File: config.mk
export PLATFORM = sky130hd
export DESIGN_NAME = alu_cmd_sequencer
export DESIGN_NICKNAME = d
export VERILOG_FILES = /design/src/rtl/alu_cmd_sequencer.sv
export SDC_FILE = /design/constraint.sdc
export NUM_CORES = 1
export LEC_CHECK = 0
export CAP_MARGIN = 20
export CORE_ASPECT_RATIO = 0.8
export CORE_MARGIN = 8
export CORE_UTILIZATION = 30
export CTS_BUF_LIST = sky130_fd_sc_hd__clkbuf_2
export DETAILED_ROUTE_END_ITERATION = 7
export PLACE_DENSITY_LB_ADDON = 0.15
export SLEW_MARGIN = 20
export SYNTH_ARGS = -nofsm -noshare
export SYNTH_HDL_FRONTEND = slang
export SYNTH_SLANG_ARGS = --single-unit
File: constraint.sdc
create_clock -name clk -period 4.3 [get_ports clk]
set_clock_uncertainty 0.2 [all_clocks]
set_input_delay 0.43 -clock clk [delete_from_list [all_inputs] [get_ports clk]]
set_output_delay 0.43 -clock clk [all_outputs]
set_load 0.005 [all_outputs]
File: src/rtl/alu_cmd_sequencer.sv
// alu_cmd_sequencer
// Top-level controller for the register-file/ALU datapath. Commands
// (op, srcA, srcB, dst, repeat) enter a 2-entry FIFO and are executed one
// at a time through LEER (operand read) and EXEC (write-back) phases.
// A repeat count re-runs the same op with the destination fed back as
// operand A, so a single command can accumulate in place.
//
// Handshake: a command transfers on a rising clk edge where cmdValid and
// cmdReady are both high; cmdReady depends only on registered FIFO occupancy,
// never on cmdValid, and the offered fields must be stable while cmdValid is
// high and cmdReady is low.
module alu_cmd_sequencer #(
    parameter int SELECTIONALU  = 3,
    parameter int SELECTIONDECO = 3,
    parameter int ITERW         = 4
) (
    input  logic                     clk,
    input  logic                     highRst,
    input  logic                     cmdValid,
    output logic                     cmdReady,
    input  logic [SELECTIONALU-1:0]  cmdOp,
    input  logic [SELECTIONDECO-1:0] cmdSrcA,
    input  logic [SELECTIONDECO-1:0] cmdSrcB,
    input  logic [SELECTIONDECO-1:0] cmdDst,
    input  logic [ITERW-1:0]         cmdRepeat,
    input  logic                     sOverflow,
    input  logic                     sCarry,
    input  logic                     sNegative,
    input  logic                     sZero,
    output logic [SELECTIONDECO-1:0] sSelDecoA,
    output logic [SELECTIONDECO-1:0] sSelDecoB,
    output logic [SELECTIONDECO-1:0] sSelDecoC,
    output logic [SELECTIONALU-1:0]  sSelAlu,
    output logic                     busy,
    output logic                     done,
    output logic                     doneErr,
    output logic [3:0]               rFlags,
    output logic [1:0]               dbgState
);

    typedef enum logic [1:0] {
        IDLE = 2'd0,
        LEER = 2'd1,
        EXEC = 2'd2,
        DONE = 2'd3
    } state_t;

    typedef struct packed {
        logic [SELECTIONALU-1:0]  op;
        logic [SELECTIONDECO-1:0] src_a;
        logic [SELECTIONDECO-1:0] src_b;
        logic [SELECTIONDECO-1:0] dst;
        logic [ITERW-1:0]         rep;
    } cmd_t;

    localparam logic [SELECTIONDECO-1:0] NOWRITE = '1;
    localparam logic [ITERW-1:0]         ONE     = {{(ITERW-1){1'b0}}, 1'b1};

    // Command FIFO
    cmd_t       fifo_q [2];
    logic       wr_ptr_q, rd_ptr_q;
    logic [1:0] count_q, count_d;
    logic       push, pop;
    cmd_t       head;
    cmd_t       in_cmd;

    // Working registers
    state_t                   state_q, state_d;
    logic [SELECTIONALU-1:0]  op_q, op_d;
    logic [SELECTIONDECO-1:0] src_a_q, src_a_d;
    logic [SELECTIONDECO-1:0] src_b_q, src_b_d;
    logic [SELECTIONDECO-1:0] dst_q, dst_d;
    logic [ITERW-1:0]         remaining_q, remaining_d;
    logic                     first_q, first_d;
    logic                     done_err_q, done_err_d;
    logic [3:0]               rflags_q, rflags_d;

    assign cmdReady = (count_q != 2'd2);
    assign push     = cmdValid && cmdReady;
    assign pop      = (state_q == IDLE) && (count_q != 2'd0);
    assign head     = fifo_q[rd_ptr_q];
    assign in_cmd   = '{op: cmdOp, src_a: cmdSrcA, src_b: cmdSrcB, dst: cmdDst, rep: cmdRepeat};

    // FIFO occupancy next value; simultaneous push and pop leaves it unchanged
    always_comb begin
        count_d = count_q;
        case ({push, pop})
            2'b10:   count_d = count_q + 2'd1;
            2'b01:   count_d = count_q - 2'd1;
            default: count_d = count_q;
        endcase
    end

    // FIFO storage, pointers and occupancy
    always_ff @(posedge clk or posedge highRst) begin
        if (highRst) begin
            fifo_q[0] <= '0;
            fifo_q[1] <= '0;
            wr_ptr_q  <= 1'b0;
            rd_ptr_q  <= 1'b0;
            count_q   <= 2'd0;
        end else begin
            if (push) begin
                fifo_q[wr_ptr_q] <= in_cmd;
                wr_ptr_q         <= ~wr_ptr_q;
            end
            if (pop) begin
                rd_ptr_q <= ~rd_ptr_q;
            end
            count_q <= count_d;
        end
    end

    // Next-state and working-register updates
    always_comb begin
        state_d     = state_q;
        op_d        = op_q;
        src_a_d     = src_a_q;
        src_b_d     = src_b_q;
        dst_d       = dst_q;
        remaining_d = remaining_q;
        first_d     = first_q;
        done_err_d  = done_err_q;
        rflags_d    = rflags_q;
        case (state_q)
            IDLE: begin
                if (pop) begin
                    op_d        = head.op;
                    src_a_d     = head.src_a;
                    src_b_d     = head.src_b;
                    dst_d       = head.dst;
                    // A compare-only command never writes, so repeating it is pointless
                    remaining_d = (head.dst == NOWRITE) ? '0 : head.rep;
                    first_d     = 1'b1;
                    done_err_d  = 1'b0;
                    state_d     = LEER;
                end
            end
            LEER: begin
                state_d = EXEC;
            end
            EXEC: begin
                rflags_d = {sOverflow, sCarry, sNegative, sZero};
                first_d  = 1'b0;
                if (sOverflow && (remaining_q != '0)) begin
                    done_err_d = 1'b1;
                    state_d    = DONE;
                end else if (remaining_q != '0) begin
                    remaining_d = remaining_q - ONE;
                    state_d     = LEER;
                end else begin
                    done_err_d = 1'b0;
                    state_d    = DONE;
                end
            end
            DONE: begin
                state_d = IDLE;
            end
            default: begin
                state_d = IDLE;
            end
        endcase
    end

    // FSM state and working registers
    always_ff @(posedge clk or posedge highRst) begin
        if (highRst) begin
            state_q     <= IDLE;
            op_q        <= '0;
            src_a_q     <= '0;
            src_b_q     <= '0;
            dst_q       <= '0;
            remaining_q <= '0;
            first_q     <= 1'b0;
            done_err_q  <= 1'b0;
            rflags_q    <= 4'd0;
        end else begin
            state_q     <= state_d;
            op_q        <= op_d;
            src_a_q     <= src_a_d;
            src_b_q     <= src_b_d;
            dst_q       <= dst_d;
            remaining_q <= remaining_d;
            first_q     <= first_d;
            done_err_q  <= done_err_d;
            rflags_q    <= rflags_d;
        end
    end

    // Datapath selects decoded from state; C stays NOWRITE outside EXEC
    always_comb begin
        sSelDecoA = '0;
        sSelDecoB = '0;
        sSelDecoC = NOWRITE;
        sSelAlu   = '0;
        case (state_q)
            LEER: begin
                sSelDecoA = first_q ? src_a_q : dst_q;
                sSelDecoB = src_b_q;
                sSelAlu   = op_q;
            end
            EXEC: begin
                sSelDecoA = first_q ? src_a_q : dst_q;
                sSelDecoB = src_b_q;
                sSelDecoC = dst_q;
                sSelAlu   = op_q;
            end
            default: begin
                sSelDecoA = '0;
                sSelDecoB = '0;
                sSelDecoC = NOWRITE;
                sSelAlu   = '0;
            end
        endcase
    end

    assign busy     = (state_q != IDLE) || (count_q != 2'd0);
    assign done     = (state_q == DONE);
    assign doneErr  = done_err_q;
    assign rFlags   = rflags_q;
    assign dbgState = state_q;

endmodule

Word level (Yosys, flattened, before mapping)
Index checks and enable logic that the tools add are counted.
{"block": "totals", "reg_bits": 60, "in_bits": 23}
{"block": "classes", "n_eq_ne": 11, "n_addsub": 3, "n_bitwise": 4, "order_cmp": 3, "mux": 27, "n_reduce_logical": 16}
{"cell": "two-way mux 16 bit", "n": 4}
{"cell": "bitwise mux 32 bit", "n": 1}
{"cell": "demux 16 bit (select 1 bit)", "n": 1}
{"cell": "two-way mux 4 bit", "n": 4}
{"cell": "two-way mux 3 bit", "n": 5}
{"cell": "inequality test 2 bit (second input constant)", "n": 4}
{"cell": "case mux 2 bit (4 select lines)", "n": 1}
{"cell": "case mux 4 bit (2 select lines)", "n": 1}
{"cell": "nonzero test 2 bit", "n": 4}
{"cell": "equality test 2 bit (second input constant)", "n": 3}
{"cell": "two-way mux 2 bit", "n": 3}
{"cell": "equality test 2 x 1 -> 1 bit (second input constant)", "n": 2}
{"cell": "greater-or-equal comparator 2 bit (second input constant)", "n": 2}
{"cell": "logical AND 1 bit", "n": 4}
{"cell": "two-way mux 1 bit", "n": 4}
{"cell": "NOT 1 -> 2 bit", "n": 2}
{"cell": "case mux 1 bit (2 select lines)", "n": 2}
{"cell": "case mux 2 bit (2 select lines)", "n": 1}
{"cell": "AND reduction 2 bit", "n": 2}
{"cell": "AND reduction 4 bit", "n": 1}
{"cell": "nonzero test 4 bit", "n": 1}
{"cell": "subtractor 4 x 1 -> 4 bit (second input constant)", "n": 1}
{"cell": "equality test 3 bit (second input constant)", "n": 1}
{"cell": "inequality test 3 bit (second input constant)", "n": 1}
{"cell": "other kinds (8)", "n": 9}

Logic depth before layout (Yosys ltp)
Gate-level depths: netlist of run 1.
{"block": "depth", "depth_word": 8, "ltp_mapped": 9, "ltp_nobuf": 8}

Least setup slack after synthesis of run 1
Ideal clock, no wire load.
{"block": "synth_path", "path_kind": "reg2out", "start": "register state_q[0], in the netlist dbgState[0]", "end": "output sSelDecoC[0]", "arrival_time_ns": 1.242, "t_required_ns": 3.670, "path_buffers": 2, "setup_slack_ns": 2.428, "path_stages_with_launch": 6, "path_cell_list": "dfrtp_1 > inv_1 > ha_1 > buf_2 > clkbuf_1 > nand2b_1"}
{"block": "synth_between", "elab_chain_cells": 2}
{"element": "start: declaration", "line_no": "68", "text": "state_t state_q, state_d;"}
{"element": "start signal: assignment", "line_no": "178", "text": "state_q <= state_d;"}
{"element": "equality test 2 bit", "line_no": "196", "text": "case (state_q)"}
{"element": "two-way mux 3 bit", "line_no": "196"}
{"element": "end: declaration", "line_no": "32", "text": "output logic [SELECTIONDECO-1:0] sSelDecoC,"}
Every way passes these cells.

Worst setup path in the final report of run 1
{"block": "layout_path", "start": "register state_q[0], in the netlist dbgState[0]", "end": "output sSelDecoC[2]"}
Same word-level chain as after synthesis.

==> results.py, run 1 <==
metrics = {
    "run_status": {
        "outcome": "completed",
    },
    "setup_path": {
        "r2r-start": "dbgState[0]",
        "rr_endpoint": "remaining_q[3]",
        "reg2reg_depth": 6,
        "reg2reg_slack_ns": 1.79,
        "required_ns": 3.67,
        "crit_path_max_fanout": 20,
        "start_kind": "register",
        "critPathArrivalTime_ns": 2.35,
        "critical_path_class": "reg2out",
        "end_kind": "output pin",
    },
    "cells_and_area": {
        "fin_nets": 299,
        "finalNonFillerCells": 394,
        "finalInstanceArea_sq_um": 3560,
        "finish.utilization": 0.377,
        "drive_gt1_frac": 0.196,
        "insertedDiodeCount": 0,
        "area_growth_syn_to_layout_pct": 24.6,
    },
    "synthesis": {
        "synth_top_flop_cell": "dfrtp_1",
        "yosys.area.top_type_share": 0.525,
        "synth.area.top_cells": "dfrtp_1 52%, mux2_2 6.7%, mux2i_1 5.6%",
        "synth_cells": 222,
        "ys_ff_latch": 60,
        "syn-num-nets": 251,
        "yosys.area.top_type": "dfrtp_1",
        "async_flop_share": 1.00,
        "ys_seq_area_frac": 0.525,
        "yosys.cell_types.count": 37,
        "synth_edf_count": 0,
        "synth_area_sq_um": 2860,
        "ys_warn_count": 0,
        "synth.avg_cell_area_sq_um": 12.9,
        "yosysMostFrequentCell": "dfrtp_1",
        "yosys-top-cells-count": "60 x dfrtp_1, 17 x mux2_2, 16 x mux2i_1",
    },
    "sta": {
        "layout_setup_ws_ns": 1.32,
        "hold_viol": 0,
        "finalSetupViolCount": 0,
        "setup_tns_ns": 0,
        "slew-limit-headroom": 0.350,
        "fin_crit_sh": 0.693,
        "fmaxAchievable_ghz": 0.336,
        "slew_viol_final": 0,
        "period_minus_slack_ns": 2.98,
        "tightest_slew_ns": 0.975,
        "rsz0062_at_grt": "no",
        "whs_ns": 0.208,
    },
    "die": {
        "dieArea_sq_um": 12900,
        "die_width_um": 125,
        "io_pins": 45,
        "initial_utilization": 0.303,
        "die_y_um": 103,
        "coreArea_sq_um": 9450,
        "rows": 32,
    },
    "placed_design": {
        "dpl.hpwl_um": 4140,
        "port_buffers": 44,
        "place_ws_ns": 1.78,
        "globalplace.congestion": 0.681,
        "post-place-cells": 378,
        "placed_area_sq_um": 3400,
    },
    "power_and_ir_drop": {
        "power_density_nw_per_um2": 794,
        "swShare": 0.350,
        "vdd_drop_max_v": 0.000177,
        "total_power_mw": 2.83,
        "power.switching_mw": 0.989,
        "p_leak_nw": 1.57,
        "p_comb_frac": 0.449,
        "p_int_mw": 1.84,
        "power.share.clock": 0.164,
        "seqPwrFrac": 0.388,
    },
    "drt": {
        "wirelength_um": 5850,
        "drtPass1Iterations": 4,
        "drt_iter0_drc": 108,
        "drc": 0,
        "final_antenna_net_count": 0,
        "wl_per_cell_um": 14.9,
        "vias": 1768,
        "viasPerCell": 4.49,
    },
    "clocking": {
        "post_cts_resized": 0,
        "post_cts_buffers": 0,
        "cts_tree": "yes",
        "cts_max_path_buffers": 2,
        "cts_sinks": 60,
        "cts_hold_buf": 0,
        "clock_latency_ns": 0.48,
        "root_buffer": "clkbuf_2",
        "clk_transition_reported_paths_ns": 0.19,
        "h-tree-depth": 3,
        "cts_made_buffers": 9,
    },
    "global_route": {
        "antenna_found_initial": 1,
        "grt_pass1_vias": 1885,
        "grt.total_usage": 0.0977,
        "grt_start_max_net_pins": 42,
        "grt_overflow": 0,
        "grt_pass1_wl_um": 9720,
    },
    "flow_run": {
        "cap_violations": 0,
    },
    "worst_hold_path": {
        "holdCritPathClass": "in2async",
    },
}
worst max path at each step:
stage	start	end	slack [ns]	cells after the start
after detailed placement	dbgState[0]	sSelDecoC[2]	1.78	4
after global placement	dbgState[0]	sSelDecoC[2]	1.77	4
final	dbgState[0]	sSelDecoC[2]	1.32	4
after floorplan	highRst	count_q[0]	2.19	1
after global routing	dbgState[0]	sSelDecoC[2]	1.05	4
after CTS	dbgState[0]	sSelDecoC[2]	1.19	4
cell families (layout without fill, tap and decap cells):
| logic type | count (synthesis) | after routing | synth area share |
|---|---|---|---|
| buf+inv | 18 | 71 | 0.0328 |
| xor+xnor | 5 | 5 | 0.0153 |
| mux | 55 | 55 | 0.223 |
| fa+ha+maj | 6 | 6 | 0.0262 |
| simple gates | 44 | 44 | 0.0967 |
| flops | 60 | 60 | 0.525 |
| compound gates | 34 | 34 | 0.0814 |
worst max-delay path, stage by stage, from the launching register on:
cell             delay, ns
dfrtp_1               0.44
inv_1                 0.12
ha_1                  0.69
nand2b_1              0.15
clkdlybuf4s50_1       0.49
layout by cell type (no fill, tap or decap), types with 6 or more instances in the layout:
cell type and instances:
ha_1 6, mux2_1 12, mux2i_1 16, dfrtp_1 60, a21oi_1 7, o21ai_0 13, clkbuf_2 9, inv_1 8
mux2_2 17, mux2_4 10, nor2_1 6, and2_1 6, clkdlybuf4s50_1 44, nand2_1 15
power by group through the flow:
| stage | Sequential, mW | Clock, mW | Combinational (mW) |
|---|---|---|---|
| 6_report | 1.10 | 0.463 | 1.27 |
| 5_1_grt | 1.15 | 0.507 | 1.43 |
| 4_1_cts | 1.10 | 0.482 | 1.31 |
| 3_5_place_dp | 1.12 | 0 | 1.30 |
| 3_3_place_gp | 1.11 | 0 | 1.29 |
| 2_1_floorplan | 1.02 | 0 | 0.937 |
sequential cells by signal (all words and copies together) (netlist names):
| signal | cells |
|---|---|
| doneErr | 1 |
| src_a_q | 3 |
| rFlags | 4 |
| dst_q | 3 |
| op_q | 3 |
| fifo_q | 32 |
| first_q | 1 |
| wr_ptr_q | 1 |
| remaining_q | 4 |
| count_q | 2 |
| rd_ptr_q | 1 |
| dbgState | 2 |
| src_b_q | 3 |
routing by layer:
layer	GRT usage	vias to the layer above	routed length, um
met4	0.0392	2	102
li1	-	873	-
met1	0.120	848	2800
met3	0.0471	10	347
met2	0.145	35	2590
met5	0	-	13
layout make-up:
type,instances,area (sq um)
Fill cell,949,5880
Sequential cell,60,1500
Timing Repair Buffer,46,455
Inverter,9,33.8
Tap cell,119,149
Clock inverter,7,115
Multi-Input combinational cell,144,1260
Clock buffer,9,45.0
No activity file was read; power rests on OpenSTA's default activity.
==> run 2, diff against run 1 <==
==> constraint.sdc (replaced) <==
create_clock -name clk -period 2.9 [get_ports clk]
set_clock_uncertainty 0.2 [all_clocks]
set_input_delay 0.29 -clock clk [delete_from_list [all_inputs] [get_ports clk]]
set_output_delay 0.29 -clock clk [all_outputs]
set_load 0.005 [all_outputs]
==> results.py, run 2 (synthesis results as in run 1) <==
metrics = {
    "sta": {
        "period_minus_slack_ns": 2.65,
        "rsz0062_at_grt": "no",
        "setup_tns_ns": 0,
        "fmaxAchievable_ghz": 0.377,
        "tightest_slew_ns": 0.512,
        "hold_viol": 0,
        "finalSetupViolCount": 0,
        "slew_viol_final": 0,
        "whs_ns": 0.209,
        "layout_setup_ws_ns": 0.245,
        "fin_crit_sh": 0.915,
        "slew-limit-headroom": 0.658,
    },
    "die": {
        "rows": 32,
        "io_pins": 45,
        "coreArea_sq_um": 9450,
        "die_y_um": 103,
        "initial_utilization": 0.303,
        "die_width_um": 125,
        "dieArea_sq_um": 12900,
    },
    "cells_and_area": {
        "regMostFlops": "fifo_q",
        "layout_common_cells": "60 x dfrtp_1, 44 x clkdlybuf4s50_1, 17 x mux2_2",
        "finish.utilization": 0.375,
        "area_growth_syn_to_layout_pct": 24.0,
        "finalInstanceArea_sq_um": 3550,
        "fin_nets": 303,
        "drive_gt1_frac": 0.208,
        "largest_reg_flops": 32,
        "insertedDiodeCount": 0,
        "final_common_cell": "dfrtp_1",
    },
    "clocking": {
        "clk_transition_reported_paths_ns": 0.18,
        "h-tree-depth": 3,
        "cts_sinks": 60,
        "post_cts_resized": 0,
        "post_cts_buffers": 0,
        "cts_tree": "yes",
        "clock_latency_ns": 0.48,
        "cts_hold_buf": 1,
        "root_buffer": "clkbuf_2",
        "cts_max_path_buffers": 2,
        "cts_made_buffers": 9,
    },
    "placed_design": {
        "port_buffers": 44,
        "placed_area_sq_um": 3440,
        "place_ws_ns": 0.729,
        "dpl.hpwl_um": 4290,
        "globalplace.congestion": 0.690,
    },
    "power_and_ir_drop": {
        "vdd_drop_max_v": 0.000278,
        "swShare": 0.376,
        "power_density_nw_per_um2": 1130,
        "p_leak_nw": 1.55,
        "seqPwrFrac": 0.398,
        "p_int_mw": 2.50,
        "power.share.clock": 0.112,
        "p_comb_frac": 0.490,
        "power.switching_mw": 1.50,
    },
    "setup_path": {
        "end_kind": "output pin",
        "crit_path_max_fanout": 9,
        "start_kind": "register",
        "critical_path_class": "reg2out",
        "required_ns": 2.41,
        "crit_slowest_cell": "clkdlybuf4s50_1",
        "cp_top_family": "buffers and inverters",
        "crit_path_max_incr_delay_ns": 0.51,
        "path_cells": "inv_1 > ha_1 > nor2b_1 > clkdlybuf4s50_1",
        "crit_buf_inv": 2,
        "critPathArrivalTime_ns": 2.16,
    },
    "drt": {
        "wl_per_cell_um": 15.1,
        "viasPerCell": 4.53,
        "drt_iter0_drc": 90,
        "drc": 0,
        "final_antenna_net_count": 0,
        "drtPass1Iterations": 4,
        "wirelength_um": 6000,
        "vias": 1802,
    },
    "flow_run": {
        "cap_violations": 0,
    },
    "global_route": {
        "grt_overflow": 0,
        "grt.total_usage": 0.100,
        "grt_pass1_vias": 1952,
        "grt_pass1_wl_um": 10100,
        "antenna_found_initial": 0,
        "grt_start_max_net_pins": 39,
    },
    "worst_hold_path": {
        "holdCritPathClass": "in2reg",
    },
    "run_status": {
        "outcome": "completed",
    },
}
==> run 2: worst paths after layout <==
check | startpoint | endpoint | slack [ns] | cells after the start
max reg2reg | dbgState[0] | count_q[1] | 0.69 | 8
min | sNegative | rFlags[1] | 0.21 | 2
min reg2reg | src_b_q[2] | src_b_q[2] | 0.30 | 2
max in group asynchronous | highRst | dst_q[2] | 1.42 | 4
max | dbgState[1] | sSelDecoA[0] | 0.25 | 4
min in group asynchronous | highRst | fifo_q[14] | 0.48 | 3
==> run 2: per-layer routing <==
| metal | part of all wire | vias up | track usage |
|---|---|---|---|
| met5 | 0 | - | 0 |
| met4 | 0.014 | 0 | 0.0420 |
| met3 | 0.048 | 5 | 0.0338 |
| met2 | 0.44 | 33 | 0.148 |
| met1 | 0.50 | 877 | 0.132 |
| li1 | - | 887 | - |
==> run 2: power groups by stage <==
stage          combinational [mW]  clock, mW  sequential, mW
6_report                     1.96      0.447            1.59
2_1_floorplan                1.39          0            1.52
3_3_place_gp                 1.99          0            1.61
4_1_cts                      2.02      0.474            1.60
5_1_grt                      2.20      0.505            1.66
3_5_place_dp                 2.01          0            1.62
==> run 2: metrics by stage <==
stage / total power, mW / std cells
final: 4.00 / 398
after global routing: 4.37 / 398
after floorplan: 2.91 / 222
after CTS: 4.09 / 398
after detailed placement: 3.63 / 381
after global placement: 3.60 / 381
==> run 2: final cells by class <==
| cell class | instances | area, sq um |
|---|---|---|
| multi-input combinational | 144 | 1260 |
| fill | 920 | 5900 |
| clock inverter | 7 | 52.6 |
| timing repair buffer | 50 | 500 |
| sequential | 60 | 1500 |
| clock buffer | 9 | 45.0 |
| tap | 119 | 149 |
| inverter | 9 | 33.8 |
==> variant, RTL diff (flow settings as in run 2) <==
Change the parameter `ITERW` from 4 to 8.
--- a/src/rtl/alu_cmd_sequencer.sv
+++ b/src/rtl/alu_cmd_sequencer.sv
@@ -13,5 +13,5 @@
     parameter int SELECTIONALU  = 3,
     parameter int SELECTIONDECO = 3,
-    parameter int ITERW         = 4
+    parameter int ITERW         = 8
 ) (
     input  logic                     clk,
Ports: changed (resized cmdRepeat); port bits go from 45 to 49. No check against the original RTL was run, so the function may have changed too.
==> variant against run 2 <==
- synthesized area grew 17%
- wire length grew 22%
- worst setup slack got worse by 12 ps
- sequential cell count is 12 higher
- design area up 16%
- utilization rose by 0.33 points
- die area grew 14%
- first-iteration DRC count shrank 1.1%
- maximum frequency is 0.46% lower
- power is 14% higher
- critical path type unchanged
- largest cell class unchanged
- largest power group unchanged
==> variant: results (changes against run 2) <==
run status completed; Sw Ratio 36.87% (-0.74 points); Max IR drop VDD 457.5 µV (+65%); hpwl dp 5.200 mm (+21%); Combinational Power Share 49.2% (+0.2 points); layout cells sized above 1 22.99% (+2.2 points); Routability Congestion 0.7516 (+8.9%); Arr. time, crit path 2180 ps (+20 ps); Unique masters post-synth 40 (+8.1%); Syn Nets 309 (+23%); max reg flops 40 (+25%); pin count of the biggest net entering global routing 52 (+33%); FILL cells 1094 (+19%); FF-to-FF path depth 6 (-2); register area share after synthesis 53.87% (+1.4 points); vias in the first global route 2297 (+18%); reg-to-reg endpoint remaining_q[0]; Power Combinational 2.25 mW (+15%); sequential power share 41.1% (+1.3 points); 1st-iter DRT viols 89 (-1.1%); clk_lat worst skew 510 ps (+30 ps); PortBufs 48 (+9.1%); Leak 1.756 nW (+13%); Total GRT Usage 10.39% (+0.37 points); Reg2Reg Setup Slack 570 ps (-120 ps); vias 2205 (+22%)
## variant: cell count changes after synthesis, sizes merged, moves of 2 or more
cell           run 2  this run
o22ai              0         2
mux2i             16        23
a21oi              7         5
dfrtp             60        72
nand2             16        18
nand4b             0         2
or3                0         2
nor2               7        10
clkbuf             3         7
mux2              39        45
o21ai             18        21
or2                0         2
nor3               1         3
nor4b              0         2
## variant: through the flow
| step | cells | cell area [µm²] |
|---|---|---|
| after global routing | 479 | 4124 |
| final | 479 | 4124 |
| after CTS | 479 | 4111 |
| after global placement | 462 | 4023 |
| after detailed placement | 462 | 4023 |
| after floorplan | 276 | 3344 |
## variant: metal layers
layer	GRT usage, %	up-vias	wire (µm)
met5	0	-	0
met4	3.809	0	108
met3	3.895	9	332
met2	15.32	34	3235
met1	13.56	1075	3636
li1	-	1087	-
## variant: worst max-delay path by stage
stage,start,to,slack (ps),cells after the start
5_1_grt,dbgState[0],sSelDecoA[2],8,4
6_report,dbgState[0],sSelDecoA[2],230,4
2_1_floorplan,highRst,count_q[0],590,1
3_5_place_dp,dbgState[0],remaining_q[0],480,6
4_1_cts,dbgState[1],sSelDecoA[2],50,4
3_3_place_gp,dbgState[0],remaining_q[0],530,6
## variant: layout make-up
class | count | area share [%]
clock buffers | 11 | 1.335
clock inverters | 5 | 0.5765
inverters | 9 | 0.8192
multi-input cells | 181 | 35.53
flip-flops and latches | 72 | 43.72
well taps | 144 | 4.369
repair buffers | 57 | 13.65
## variant: cell families (layout without fill, tap and decap cells)
family                     count (synthesis)  after routing  share of synthesized area (%)
AOI/OAI and AO/OA                         42             42                          7.969
xor gates and xnor gates                   5              5                          1.309
adders and majority gates                  6              6                          2.245
buffers and inverters                     23             82                          2.843
DFF                                       72             72                          53.87
muxes                                     68             68                          22.04
and+or+nand+nor                           60             60                          9.727
